==> src/rtl/uart_pkg.sv <==
// Purpose: shared UART types, constants and rate helper for the rx (and later tx) blocks.
// Latency: n/a (types and constant functions only).
// Backpressure: n/a.
package uart_pkg;

    localparam int DATA_BITS = 8;

    // Receiver states; kept to 3 bits so the state register stays narrow.
    typedef enum logic [2:0] {
        RX_IDLE  = 3'd0,
        RX_START = 3'd1,
        RX_DATA  = 3'd2,
        RX_STOP  = 3'd3,
        RX_BREAK = 3'd4
    } rx_state_e;

    // Cycles-per-bit minus one; clk_fre is in MHz, uart_rate in bit/s.
    function automatic int calc_rate_cnt(input int clk_fre, input int uart_rate);
        return (clk_fre * 1_000_000 / uart_rate) - 1;
    endfunction

endpackage

==> src/rtl/uart_sync.sv <==
// Purpose: N-flop synchronizer bringing an asynchronous level into the clk domain.
// Latency: STAGES clk cycles from d_i to q_o.
// Backpressure: none; a plain level follower.
module uart_sync #(
    parameter int   STAGES  = 2,
    parameter logic RST_VAL = 1'b1
) (
    input  logic clk,
    input  logic rst_n,
    input  logic d_i,
    output logic q_o
);

    logic [STAGES-1:0] sync_q;

    if (STAGES < 2) begin : g_bad_stages
        $error("uart_sync needs at least 2 stages");
    end

    // Shift the raw input through the flop chain; reset to the idle level.
    always_ff @(posedge clk) begin
        if (!rst_n) begin
            sync_q <= {STAGES{RST_VAL}};
        end else begin
            sync_q <= {sync_q[STAGES-2:0], d_i};
        end
    end

    assign q_o = sync_q[STAGES-1];

endmodule

==> src/rtl/uart_rx.sv <==
// Purpose: 8N1 UART receiver with start-glitch rejection, framing-error and break handling.
// Latency: recv_valid about 9.5 bit times + 3 clk after the start edge on rx_pin.
// Backpressure: none; recv_valid/frame_err are single-cycle pulses the consumer must take.
module uart_rx
    import uart_pkg::*;
#(
    parameter int CLK_FRE   = 50,
    parameter int UART_RATE = 115200
) (
    input  logic                 clk,
    input  logic                 rst_n,
    input  logic                 rx_pin,
    output logic                 recv_valid,
    output logic [DATA_BITS-1:0] recv_data,
    output logic                 recv_busy,
    output logic                 frame_err
);

    localparam int RATE_CNT = calc_rate_cnt(CLK_FRE, UART_RATE);
    localparam int HALF_CNT = RATE_CNT / 2;

    localparam logic [25:0] RATE_CNT_W = 26'(RATE_CNT);
    localparam logic [25:0] HALF_CNT_W = 26'(HALF_CNT);
    localparam logic [2:0]  LAST_BIT   = 3'(DATA_BITS - 1);

    if (RATE_CNT < 3) begin : g_bad_rate
        $error("uart_rx: RATE_CNT must be at least 3");
    end

    logic                 rx_s;
    logic                 rx_d_q;
    rx_state_e            state_q;
    logic [25:0]          clk_cnt_q;
    logic [2:0]           bit_cnt_q;
    logic [DATA_BITS-1:0] shift_q;
    logic [DATA_BITS-1:0] recv_data_q;
    logic                 recv_valid_q;
    logic                 frame_err_q;
    logic                 recv_busy_q;

    uart_sync #(
        .STAGES  (2),
        .RST_VAL (1'b1)
    ) u_sync (
        .clk   (clk),
        .rst_n (rst_n),
        .d_i   (rx_pin),
        .q_o   (rx_s)
    );

    // One extra flop behind the synchronizer for falling-edge detection.
    always_ff @(posedge clk) begin
        if (!rst_n) begin
            rx_d_q <= 1'b1;
        end else begin
            rx_d_q <= rx_s;
        end
    end

    // Receive FSM: mid-bit sampling, byte assembly and registered output pulses.
    always_ff @(posedge clk) begin
        if (!rst_n) begin
            state_q      <= RX_IDLE;
            clk_cnt_q    <= '0;
            bit_cnt_q    <= '0;
            shift_q      <= '0;
            recv_data_q  <= '0;
            recv_valid_q <= 1'b0;
            frame_err_q  <= 1'b0;
            recv_busy_q  <= 1'b0;
        end else begin
            recv_valid_q <= 1'b0;
            frame_err_q  <= 1'b0;
            case (state_q)
                RX_IDLE: begin
                    if (rx_d_q && !rx_s) begin
                        clk_cnt_q   <= '0;
                        state_q     <= RX_START;
                        recv_busy_q <= 1'b1;
                    end
                end
                RX_START: begin
                    if (clk_cnt_q == HALF_CNT_W) begin
                        clk_cnt_q <= '0;
                        if (!rx_s) begin
                            bit_cnt_q <= '0;
                            state_q   <= RX_DATA;
                        end else begin
                            // Line went back high before mid-start: a glitch, not a frame.
                            state_q     <= RX_IDLE;
                            recv_busy_q <= 1'b0;
                        end
                    end else begin
                        clk_cnt_q <= clk_cnt_q + 26'd1;
                    end
                end
                RX_DATA: begin
                    if (clk_cnt_q == RATE_CNT_W) begin
                        shift_q[bit_cnt_q] <= rx_s;
                        clk_cnt_q          <= '0;
                        bit_cnt_q          <= bit_cnt_q + 3'd1;
                        if (bit_cnt_q == LAST_BIT) begin
                            state_q <= RX_STOP;
                        end
                    end else begin
                        clk_cnt_q <= clk_cnt_q + 26'd1;
                    end
                end
                RX_STOP: begin
                    if (clk_cnt_q == RATE_CNT_W) begin
                        clk_cnt_q <= '0;
                        if (rx_s) begin
                            // Leave at mid-stop so a back-to-back start edge is not missed.
                            recv_data_q  <= shift_q;
                            recv_valid_q <= 1'b1;
                            state_q      <= RX_IDLE;
                            recv_busy_q  <= 1'b0;
                        end else begin
                            frame_err_q <= 1'b1;
                            state_q     <= RX_BREAK;
                        end
                    end else begin
                        clk_cnt_q <= clk_cnt_q + 26'd1;
                    end
                end
                RX_BREAK: begin
                    // Hold off start detection until the line has returned high.
                    if (rx_s) begin
                        state_q     <= RX_IDLE;
                        recv_busy_q <= 1'b0;
                    end
                end
                default: begin
                    state_q     <= RX_IDLE;
                    clk_cnt_q   <= '0;
                    recv_busy_q <= 1'b0;
                end
            endcase
        end
    end

    assign recv_valid = recv_valid_q;
    assign recv_data  = recv_data_q;
    assign recv_busy  = recv_busy_q;
    assign frame_err  = frame_err_q;

endmodule
==> config.mk <==
export PLATFORM = sky130hd
export DESIGN_NAME = uart_rx
export DESIGN_NICKNAME = d
export VERILOG_FILES = /design/src/rtl/uart_pkg.sv /design/src/rtl/uart_sync.sv /design/src/rtl/uart_rx.sv
export SDC_FILE = /design/constraint.sdc
export NUM_CORES = 1
export LEC_CHECK = 0
export BUFFER_PORTS_ARGS = -buffer_cell sky130_fd_sc_hd__clkbuf_2
export CORE_ASPECT_RATIO = 2
export CORE_MARGIN = 4
export CORE_UTILIZATION = 30
export DETAILED_ROUTE_END_ITERATION = 10
export PLACE_DENSITY = 0.45
export SYNTH_ARGS = -nofsm -noshare
export SYNTH_HDL_FRONTEND = slang
export SYNTH_SLANG_ARGS = --single-unit
==> constraint.sdc <==
create_clock -name clk -period 4.15 [get_ports clk]
set_input_delay 0.6225 -clock clk [delete_from_list [all_inputs] [get_ports clk]]
set_output_delay 0.6225 -clock clk [all_outputs]
set_load 0.05 [all_outputs]
**Word level (Yosys, flattened, before mapping)**

Cells that the tools add are included.

- Register bits after elaboration: 54
- Latch bits: 0
- Bits in writable memories: 0
- Memory bits (read-only): 0
- Bits of input ports: 3
- Output and inout bits: 11
- Memories kept: 0

- Add/sub/neg operators: 2
- Multipliers: 0
- Div/mod/pow operators: 0
- Order comparisons: 2
- Eq/ne operators: 14
- Shift operators: 0
- Multiplexer cells: 27
- Bitwise operators: 2
- Reductions and logical operators: 13

Operator list:

| cell | count |
|---|---|
| one-hot mux 26 bit (4 select lines) | 1 |
| 2-to-1 mux 26 bit | 3 |
| 2-to-1 mux 3 bit | 10 |
| adder 26 x 1 -> 26 bit (second input constant) | 1 |
| == test 26 x 8 -> 1 bit (second input constant) | 1 |
| == test 26 x 9 -> 1 bit (second input constant) | 1 |
| one-hot mux 3 bit (5 select lines) | 1 |
| != test 2 bit (second input constant) | 6 |
| bitwise mux 8 bit | 1 |
| AND reduction 4 bit | 2 |
| 2-to-1 mux 1 bit | 7 |
| == test 3 x 2 -> 1 bit (second input constant) | 2 |
| == test 3 bit (second input constant) | 2 |
| one-hot mux 3 bit (2 select lines) | 1 |
| AND reduction 3 bit | 2 |
| AND reduction 6 bit | 1 |
| one-hot mux 1 bit (5 select lines) | 1 |
| less-than comparator 3 x 4 -> 1 bit (second input constant) | 1 |
| AND reduction 2 bit | 2 |
| adder 3 x 1 -> 3 bit (second input constant) | 1 |
| demux 1 bit (select 3 bit) | 1 |
| == test 3 x 1 -> 1 bit (second input constant) | 1 |
| greater-or-equal comparator 3 x 1 -> 1 bit (second input constant) | 1 |
| zero test 3 bit | 1 |
| 7 further kinds | 9 |

**Longest topological paths before layout**

Gate-level depths: netlist of run 1.

- Word-level depth: 5
- Depth in mapped cells: 10

**Cells and area by module**

A second synthesis of run 1 with hierarchy kept.

- Cell total of the unflattened synthesis: 298
- Area total of the unflattened synthesis: 2628.8 um2

Modules (own cells, without submodules):

| module | instances | cells each | area each (um2) |
|---|---|---|---|
| uart_rx | 1 | 294 | 2576.2 |
| uart_sync | 1 | 4 | 52.6 |

**Worst setup path before layout of run 1**

Ideal clock, no wire load.

- Path kind: register to register
- From: register clk_cnt_q[0]
- To: register clk_cnt_q[24]
- Arrival: 1.917 ns
- Required time: 4.088 ns
- Setup slack: 2.172 ns
- Stages on the path, launching flop included: 9
- Path buffers: 1
- Period minus slack after synthesis: 1.978 ns
- Path through: dfxtp_1 ha_1 nand3_1 or2_2 clkbuf_1 nor3_2 nand4_1 or3b_1 nand3_1

- Longest elaborated chain between the ends: 3
- Elaborated cells between the ends (all ways): 6
- Those cells by class: add/sub (1); eq/ne (2); mux (3)

RTL lines:

| element | RTL line | source |
|---|---|---|
| from (decl) | uart_rx.sv:33 | `logic [25:0] clk_cnt_q;` |
| from (signal assigned) | uart_rx.sv:94 | `clk_cnt_q <= clk_cnt_q + 26'd1;` |
| from (signal assigned) | uart_rx.sv:106 | `clk_cnt_q <= clk_cnt_q + 26'd1;` |
| from (signal assigned) | uart_rx.sv:123 | `clk_cnt_q <= clk_cnt_q + 26'd1;` |
| adder 26 x 1 -> 26 bit (tied with other cells) | uart_rx.sv:94, uart_rx.sv:106, uart_rx.sv:123 |  |
| 2-to-1 mux 26 bit, on equally long branches | uart_rx.sv:98, uart_rx.sv:110, uart_rx.sv:83 |  |
| one-hot mux 26 bit (4 select lines) (*) | uart_rx.sv:74 | `case (state_q)` |

Mark *: on every way between the ends. The rest lies on a longest branch, timed or not.
A chain may end at the register's enable or synchronous reset.

**Final worst setup path of run 1**

- From: register clk_cnt_q[0]
- To: register clk_cnt_q[20]

Same word-level chain as after synthesis.

==> metrics.md, run 1 <==
| Metric | Value |
|---|---|
| Cells after DPL | `408` |
| Final ANT Viol Nets | `0` |
| Final hold viol count | `0` |
| I/O Buffers | `13` |
| Die X | `73.9 um` |
| Slew @ Worst Pin | `1020 ps` |
| Worst Path Buf+Inv | `2` |
| Number of antenna violations at the first check in global routing | `0` |
| Antenna diode count | `0` |
| Worst vdd ir | `0.170 mV` |
| CTS tree | `yes` |
| DR WL/cell | `15.3 um` |
| Tot Pwr | `1050 uW` |
| Clock Latency Late Sink | `300 ps` |
| RSZ-0062 raised after global routing | `no` |
| Final setup viols | `0` |
| Dpl hpwl | `4.69 mm` |
| Top cells by instance count after synthesis | `dfxtp_1, nor2_1, nand2_1` |
| Count of different cell masters after synthesis | `51` |
| Die area | `10300 sq um` |
| Post_cts resized | `0` |
| Setup Skew | `5.62 ps` |
| Crit-path max FO | `41` |
| GRT overflow | `0` |
| CP delay by family, top | `simple AND/OR/NAND/NOR gates` |
| Vias/cell | `5.30` |
| Syn nets | `320` |
| 1st-iter DRT viols | `105` |
| Dominant cell type by area after synthesis | `dfxtp_1` |
| Clock-pin slew on the worst setup and hold paths | `70 ps` |
| Main synth FF type | `dfxtp_1` |
| Slowest Stage Delay on Critical Path | `470 ps` |
| Final GP Congestion | `0.764` |
| Post-Layout Cell Count | `416` |
| Fmax | `430 MHz` |
| LEAKAGE | `0.00116 uW` |
| # IOs | `14` |
| H-tree Lvls | `2` |
| Max-slew violations | `0` |
| Top cells by area, synth | `dfxtp_1, mux2i_1, nor2_1, nand2_1, a21oi_1` |
| Flops & latches, synth | `54` |
| Row Count | `47` |
| Vias | `2203` |
| Post-synth top area share | `41.4%` |
| Nets | `325` |
| Num CTS Buffers | `5` |
| Fin crit period | `2320 ps` |
| Worst Hold Class | `flip-flop to flip-flop` |
| Post-CTS Hold Fix Bufs | `0` |
| Layout cells sized above 1 | `9.75%` |
| Count leader, synth | `dfxtp_1` |
| Number of global-route vias before repair | `2216` |
| Placed inst area | `2730 sq um` |
| Post-CTS setup buffer count | `0` |
| Synth Cell Area | `2610 sq um` |
| Crit Path Category | `flip-flop to flip-flop` |
| Routed wire length | `6.37 mm` |
| Synth-to-Final Area Change | `10.5%` |
| EDFF count, synth | `0` |
| Average size of a mapped cell | `8.36 sq um` |
| CTS Buffer Depth | `2` |
| Final Instance Area | `2880 sq um` |
| Sequential fraction of the synthesis area | `41.4%` |
| Die span in y | `140 um` |
| Critical-path cell list | `inv_1, ha_1, nand3_1, or4_4, a22oi_2, a21oi_2, buf_4, and3_1, a221o_1` |
| Clock root cell | `clkbuf_16` |
| Mapped Cells | `312` |
| Slew headroom | `31.8%` |
| All-Layer GR Usage | `13.5%` |
| Setup total negative slack | `0 ps` |
| Synthesis warning total | `0` |
| Critical Path Start Type | `flip-flop` |
| Slowest library cell on the worst path | `or4_4` |
| Pwr/cell area | `363 nW/um^2` |
| Max cap viols | `0` |
| Final Cycle Share | `56.0%` |
| Critical Path AT | `2520 ps` |
| CP Data Required Time | `4340 ps` |
| Post-synth ARST share | `0%` |
| CP Capture Type | `flip-flop` |
| First-pass GRT wire length | `10.8 mm` |
| Router iterations before antenna repair | `4` |
| Num Clock Sinks | `54` |
| Starting Density | `31.0%` |
| Core box area | `8410 sq um` |
| # DRC | `0` |
| Largest net degree at the start of global routing | `42` |
| Status | `finished, final reports clean` |
## stage by stage
step | util [%] | hold slack, ps | worst slack [ps]
detailed placement | 32.5 | 398 | 1610
global route | 34.3 | 446 | 1630
global placement | 32.5 | 402 | 1650
CTS | 34.3 | 415 | 1780
floorplan | - | 386 | 2170
finish | 34.3 | 411 | 1830
## flip-flops by register name, indices dropped and copies added, names as in the netlist
register	count
state_q	3
u_sync.sync_q	2
recv_busy	1
recv_data	8
rx_d_q	1
bit_cnt_q	3
recv_valid	1
shift_q	8
frame_err	1
clk_cnt_q	26
## worst paths after layout
check,start,depth (start not counted),slack (ps),endpoint
worst max-delay path,clk_cnt_q[0],9,1830,clk_cnt_q[20]
worst min-delay path,u_sync.sync_q[0],1,410,u_sync.sync_q[1]
worst max register to register,clk_cnt_q[0],9,1830,clk_cnt_q[20]
worst min register to register,u_sync.sync_q[0],1,410,u_sync.sync_q[1]
## cell families after synthesis
logic type	after synthesis	share of synthesized area [%]
and+or+nand+nor	148	29.3
AOI/OAI and AO/OA	60	15.0
DFF	54	41.4
buffers and inverters	24	4.03
muxes	18	6.91
adders and majority gates	5	2.40
xor gates and xnor gates	3	1.01
## power breakdown
group | leakage [uW] | switching (uW) | internal, uW
combinational | 0.000651 | 52.7 | 23.2
sequential | 0.000436 | 10.5 | 525
clock | 0.0000704 | 207 | 227
total | 0.00116 | 270 | 775
## per-layer routing
layer  track usage, %  vias up  part of all wire [%]
met3             2.60        7                   2.1
met4             5.06        0                   1.8
met5                0        -                     0
li1                 -     1134                     -
met2             26.0       18                    58
met1             13.4     1044                    38
## placed cells by master (no fill, tap or decap), types with 10 or more instances in the layout
| master | n |
|---|---|
| a21oi_1 | 16 |
| a31oi_1 | 11 |
| clkbuf_2 | 13 |
| dfxtp_1 | 54 |
| mux2i_1 | 18 |
| nand2_1 | 35 |
| nand2b_1 | 10 |
| nand3_1 | 15 |
| nor2_1 | 41 |
## final cells by class
cell class                      count  area, sq um
Inverter                            7         26.3
Clock inverter                      3         25.0
Multi-Input combinational cell    234         1420
Tap cell                           98          123
Fill cell                         904         5530
Timing Repair Buffer               15         80.1
Sequential cell                    54         1080
Clock buffer                        5          125
Power figures use the tool's default switching activity.
==> run 2: changes to the inputs <==
- PLACE_DENSITY: 0.45 -> 0.47
- clock period: 4.15 -> 1.9 ns (I/O delays scaled with it)
==> run 2 against run 1 <==
Against the previous run:
- the run now ends with setup timing left
- first-iteration DRC count decreased by 45%
- sequential cell count unchanged
- global-route usage increased by 0.24 points
- register-to-register slack got worse by 2000 ps
- non-clock buffer count increased by 69
- worst setup slack got worse by 2000 ps
- sequential power increased by 120%
- cell count increased by 17%
- critical path depth unchanged
- die area unchanged
- clock skew about the same
==> metrics.md, run 2 (same netlist as run 1, synthesis figures left out) <==
| Metric | Value |
|---|---|
| Final Instance Area | `3600 sq um (+25%)` |
| Slowest Stage Delay on Critical Path | `440 ps (-30 ps)` |
| CP Capture Type | `flip-flop` |
| CP Data Required Time | `2080 ps (-2260 ps)` |
| Final ANT Viol Nets | `0 (unchanged)` |
| Setup total negative slack | `-1710 ps (-1710 ps)` |
| Commonest non-fill, non-tap cells in the layout | `buf_4, dfxtp_1, nor2_1` |
| Violations in the final reports | `setup timing` |
| Filler cells | `854 (-5.5%)` |
| Die X | `73.9 um (unchanged)` |
| Slowest library cell on the worst path | `or4_4` |
| Slew headroom | `53.3% (+21 points)` |
| Fmax | `483 MHz (+12%)` |
| All-Layer GR Usage | `13.7% (+0.24 points)` |
| Final hold viol count | `0 (unchanged)` |
| H-tree Lvls | `2 (unchanged)` |
| Setup ws final | `-169 ps (-1990 ps)` |
| I/O Buffers | `13 (unchanged)` |
| Fin crit period | `2070 ps (-255 ps)` |
| Routed wire length | `6.84 mm (+7.3%)` |
| Post-CTS Hold Fix Bufs | `0 (unchanged)` |
| Vias/cell | `5.15 (-2.7%)` |
| Slew @ Worst Pin | `700 ps (-319 ps)` |
| Critical Path Start Type | `flip-flop` |
| Starting Density | `31.0% (unchanged)` |
| Num CTS Buffers | `5 (unchanged)` |
| Clock-pin slew on the worst setup and hold paths | `70 ps (about the same)` |
| Max cap viols | `0 (unchanged)` |
| Vias | `2500 (+13%)` |
| First-pass GRT wire length | `11.1 mm (+2.5%)` |
| RSZ-0062 raised after global routing | `yes` |
| Commonest non-fill, non-tap cell in the layout | `buf_4` |
| Number of global-route vias before repair | `2411 (+8.8%)` |
| Final Cycle Share | `109% (+53 points)` |
| Critical-path cell list | `inv_4, ha_4, nand3_2, or4_4, a22oi_2, a21oi_2, buf_12, and3_1, a221o_1` |
| 1st-iter DRT viols | `58 (-45%)` |
| Dpl hpwl | `5.17 mm (+10%)` |
| Status | `finished with violations` |
| Clock Latency Late Sink | `300 ps (about the same)` |
| Critical Path AT | `2250 ps (-270 ps)` |
| Pwr/cell area | `652 nW/um^2 (+80%)` |
| GRT overflow | `0 (unchanged)` |
| # DRC | `0 (unchanged)` |
| Multi-input logic area | `1570 sq um (+11%)` |
| Final setup viols | `17 (+17)` |
| Biggest register | `clk_cnt_q` |
| LEAKAGE | `0.00159 uW (+37%)` |
| Crit Path Category | `flip-flop to flip-flop` |
| CTS tree | `yes` |
| Worst Hold Class | `input pin to flip-flop` |
| Synth-to-Final Area Change | `37.8%` |
| DR WL/cell | `14.1 um (-8.0%)` |
| Router iterations before antenna repair | `4 (unchanged)` |
| Number of antenna violations at the first check in global routing | `0 (unchanged)` |
| Core box area | `8410 sq um (unchanged)` |
| Die span in y | `140 um (unchanged)` |
| Flip-flop count of the largest register after layout | `26 (unchanged)` |
| Final GP Congestion | `0.776 (+1.6%)` |
| Tot Pwr | `2340 uW (+120%)` |
| Placed inst area | `3270 sq um (+20%)` |
| Worst vdd ir | `0.327 mV (+92%)` |
| # IOs | `14 (unchanged)` |
| Crit-path max FO | `20 (-51%)` |
| Register area | `1090 sq um (+0.93%)` |
| Largest net degree at the start of global routing | `21 (-50%)` |
| Setup Skew | `5.76 ps (+0.145 ps)` |
| Row Count | `47 (unchanged)` |
| Clock root cell | `clkbuf_16` |
| Max-slew violations | `0 (unchanged)` |
| Num Clock Sinks | `54 (unchanged)` |
| Die area | `10300 sq um (unchanged)` |
| Antenna diode count | `0 (unchanged)` |
| CTS Buffer Depth | `2 (unchanged)` |
| Layout cells sized above 1 | `34.1% (+24 points)` |
| Nets | `394 (+21%)` |
## run 2: cell count changes in the layout (fill, tap and decap cells not counted), moves of 3 or more
cell,before,now
o21ai_2,0,3
a21oi_2,1,8
a21oi_1,16,9
nor4_1,5,2
dfxtp_1,54,50
o21ai_0,9,4
nor4_2,0,3
buf_4,2,67
## run 2: through the flow
| step | hold slack [ps] | std cells | setup slack (ps) | util, % |
|---|---|---|---|---|
| final | 170 | 485 | -169 | 42.8 |
| after global routing | 166 | 485 | -245 | 42.8 |
| after CTS | 169 | 484 | -149 | 41.7 |
| after detailed placement | 421 | 476 | -143 | 38.9 |
| after global placement | 423 | 476 | -118 | 38.9 |
| after floorplan | 358 | 312 | -45.0 | - |
## run 2: critical path, delay by kind of cell (launching register included)
family	cells	cell delay, ps
simple gates	3	660
compound gates	3	580
flops	1	370
buf+inv	2	220
fa+ha+maj	1	120
## run 2: worst paths after layout
path                                  startpoint  slack [ps]          endpoint  cells after the start
worst max-delay path                clk_cnt_q[0]        -170     clk_cnt_q[20]                      9
worst max register to register      clk_cnt_q[0]        -170     clk_cnt_q[20]                      9
worst min-delay path                      rx_pin         170  u_sync.sync_q[0]                      2
worst min register to register  u_sync.sync_q[0]         430  u_sync.sync_q[1]                      1
## run 2: final cells by class
type / count / area share, %
clock buffers: 5 / 3.48
clock inverters: 3 / 0.592
inverters: 7 / 0.870
multi-input cells: 234 / 43.8
flip-flops and latches: 54 / 30.3
well taps: 98 / 3.41
repair buffers: 84 / 17.5
## run 2: per-layer routing
metal  vias up  routed length (um)  GRT usage [%]
met3        11                 132           1.81
li1       1270                   -              -
met5         -                   0              0
met2        29                3990           27.0
met4         0                 157           5.54
met1      1190                2550           13.5
## run 2: timing repair
action / in CTS / in global routing
setup endpoints to repair: 31 / 34
buffers inserted: 0 / 1
pin swaps: 5 / 7
resized for setup: 22 / 24
## run 2: report_power, final
part | total [uW] | internal (uW) | switching (uW) | leakage [uW]
registers | 1170 | 1150 | 19.9 | 0.000439
logic | 252 | 110 | 143 | 0.00108
clock network | 925 | 489 | 435 | 0.0000698
total | 2340 | 1750 | 598 | 0.00159
==> run 3: changes to the inputs <==
- CTS_BUF_LIST: default -> sky130_fd_sc_hd__clkbuf_8
==> run 3 against run 2 <==
Against the previous run:
- routed wire length is 1.2% higher
- register-to-register slack worse by 20 ps
- clock power is 27% lower
- global-route usage is 0.084 points higher
- the run still ends with setup timing left
- sequential power barely moved
- clock skew rose by 0.65 ps
- combinational power is 4% higher
- highest routed layer unchanged
==> metrics.md, run 3 (same netlist as run 1, synthesis figures left out) <==
| Metric | Value |
|---|---|
| Number of antenna violations at the first check in global routing | `0 (unchanged)` |
| Starting Density | `31.0% (unchanged)` |
| Vias/cell | `5.13 (-0.51%)` |
| Vias | `2518 (+0.72%)` |
| CTS Buffer Depth | `2 (unchanged)` |
| Die span in y | `140 um (unchanged)` |
| Row Count | `47 (unchanged)` |
| Share of total power in combinational logic | `12.5% (+1.7 points)` |
| Clock Power Share | `32.1% (-7.4 points)` |
| Nets | `400 (+1.5%)` |
| Router iterations before antenna repair | `4 (unchanged)` |
| Number of global-route vias before repair | `2431 (+0.83%)` |
| Critical Path AT | `2350 ps (+100 ps)` |
| Num Clock Sinks | `54 (unchanged)` |
| Final hold viol count | `0 (unchanged)` |
| Crit Path Category | `flip-flop to flip-flop` |
| Clock Latency Late Sink | `320 ps (+20 ps)` |
| GRT overflow | `0 (unchanged)` |
| Flip-flop count of the largest register after layout | `26 (unchanged)` |
| Setup ws final | `-190 ps (-20.5 ps)` |
| Max cap viols | `0 (unchanged)` |
| DR WL/cell | `14.1 um (about the same)` |
| Final setup viols | `27 (+10)` |
| Synth-to-Final Area Change | `36.9%` |
| Cells after DPL | `476 (unchanged)` |
| Hold slack final | `143 ps (-26.4 ps)` |
| Setup Skew | `6.41 ps (+0.646 ps)` |
| Core box area | `8410 sq um (unchanged)` |
| Biggest register | `clk_cnt_q` |
| Seq pwr share | `55.3% (+5.5 points)` |
| Final ANT Viol Nets | `0 (unchanged)` |
| H-tree Lvls | `2 (unchanged)` |
| CP Capture Type | `flip-flop` |
| Violations in the final reports | `setup timing` |
| Post-Layout Cell Count | `491 (+1.2%)` |
| Critical Path Start Type | `flip-flop` |
| Worst Hold Class | `input pin to flip-flop` |
| Layout cells sized above 1 | `34.6% (+0.50 points)` |
| Pwr/cell area | `590 nW/um^2 (-9.5%)` |
| Finished Core Util | `42.5% (-0.30 points)` |
| # IOs | `14 (unchanged)` |
| Commonest non-fill, non-tap cells in the layout | `buf_4, dfxtp_1, nor2_1` |
| Internal power | `1520 uW (-13%)` |
| Clock-pin slew on the worst setup and hold paths | `100 ps (+30 ps)` |
| Fin crit period | `2090 ps (+20.5 ps)` |
| Clock root cell | `clkbuf_8` |
| Final GP Congestion | `0.776 (unchanged)` |
| I/O Buffers | `13 (unchanged)` |
| Num CTS Buffers | `5 (unchanged)` |
| # DRC | `0 (unchanged)` |
| Slew headroom | `54.0% (+0.75 points)` |
| Dpl hpwl | `5.17 mm (unchanged)` |
| Antenna diode count | `0 (unchanged)` |
| CTS tree | `yes` |
| LEAKAGE | `0.00158 uW (-0.51%)` |
| Status | `finished with violations` |
| Fmax | `479 MHz (-0.98%)` |
| Psw | `581 uW (-2.9%)` |
| Routed wire length | `6.92 mm (+1.2%)` |
| RSZ-0062 raised after global routing | `yes` |
| Max-slew violations | `0 (unchanged)` |
| Sw frac | `27.6% (+2.1 points)` |
| Commonest non-fill, non-tap cell in the layout | `buf_4` |
| First-pass GRT wire length | `11.2 mm (+0.68%)` |
| Tot Pwr | `2110 uW (-10%)` |
| Largest net degree at the start of global routing | `21 (unchanged)` |
| Slew @ Worst Pin | `689 ps (-11.3 ps)` |
| Die X | `73.9 um (unchanged)` |
| Crit-path max FO | `20 (unchanged)` |
| All-Layer GR Usage | `13.8% (+0.084 points)` |
| 1st-iter DRT viols | `74 (+28%)` |
| Final Cycle Share | `110% (+1.1 points)` |
| Worst vdd ir | `0.324 mV (-0.82%)` |
| CP Data Required Time | `2160 ps (+80 ps)` |
| Die area | `10300 sq um (unchanged)` |
[run 3: changes by cell type in the layout (fill, tap and decap cells not counted), sizes merged]
cell,change
buf,+6
[run 3: final cells by class]
cell class	count	area [sq um]
inverters	7	28.8
flip-flops and latches	54	1090
well taps	98	123
fillers	861	4840
clock buffers	5	68.8
multi-input cells	234	1560
clock inverters	3	21.3
repair buffers	90	683
[run 3: metrics by stage]
step	instance area, sq um	worst slack (ps)	setup TNS (ps)
floorplan	2610	-45.0	-128
global placement	3270	-118	-1490
detailed placement	3270	-143	-1850
CTS	3460	-173	-1800
global route	3570	-259	-5020
finish	3570	-190	-2570
[run 3: critical path, stage by stage, from the launching register on]
cell and delay, ps:
dfxtp_4 370, inv_4 40, buf_4 120, ha_1 170
and4b_1 230, nand2_2 100, a22oi_2 70, a21oi_2 200
buf_12 180, buf_12 120, or3b_1 340, nand3_1 90
[run 3: power by group through the flow]
| stage | Sequential [uW] | Combinational [uW] | Clock [uW] |
|---|---|---|---|
| after global routing | 1170 | 289 | 752 |
| after detailed placement | 1190 | 232 | 0 |
| final | 1170 | 263 | 677 |
| after CTS | 1160 | 248 | 708 |
| after floorplan | 1190 | 126 | 0 |
| after global placement | 1190 | 231 | 0 |
[run 3: path summary, 6_finish.rpt]
check                                   endpoint             start  depth (start not counted)  slack (ps)
worst max-delay path               clk_cnt_q[24]      clk_cnt_q[1]                         11        -190
worst max register to register     clk_cnt_q[24]      clk_cnt_q[1]                         11        -190
worst min-delay path            u_sync.sync_q[0]            rx_pin                          2         140
worst min register to register  u_sync.sync_q[1]  u_sync.sync_q[0]                          1         440
[run 3: per-layer routing]
metal | share of wire, % | wire [um] | up-vias | global-route usage [%]
met1 | 38 | 2640 | 1197 | 13.5
met4 | 2.2 | 152 | 0 | 5.25
met5 | 0 | 0 | - | 0
li1 | - | - | 1287 | -
met3 | 1.8 | 123 | 11 | 2.24
met2 | 58 | 4010 | 23 | 27.2
[run 3: timing repair]
item,CTS,global route
cloned,0,0
pin swaps,5,11
hold buffers,0,0
endpoints found under the setup margin,32,37
buffers inserted,3,4
resized for setup,20,23
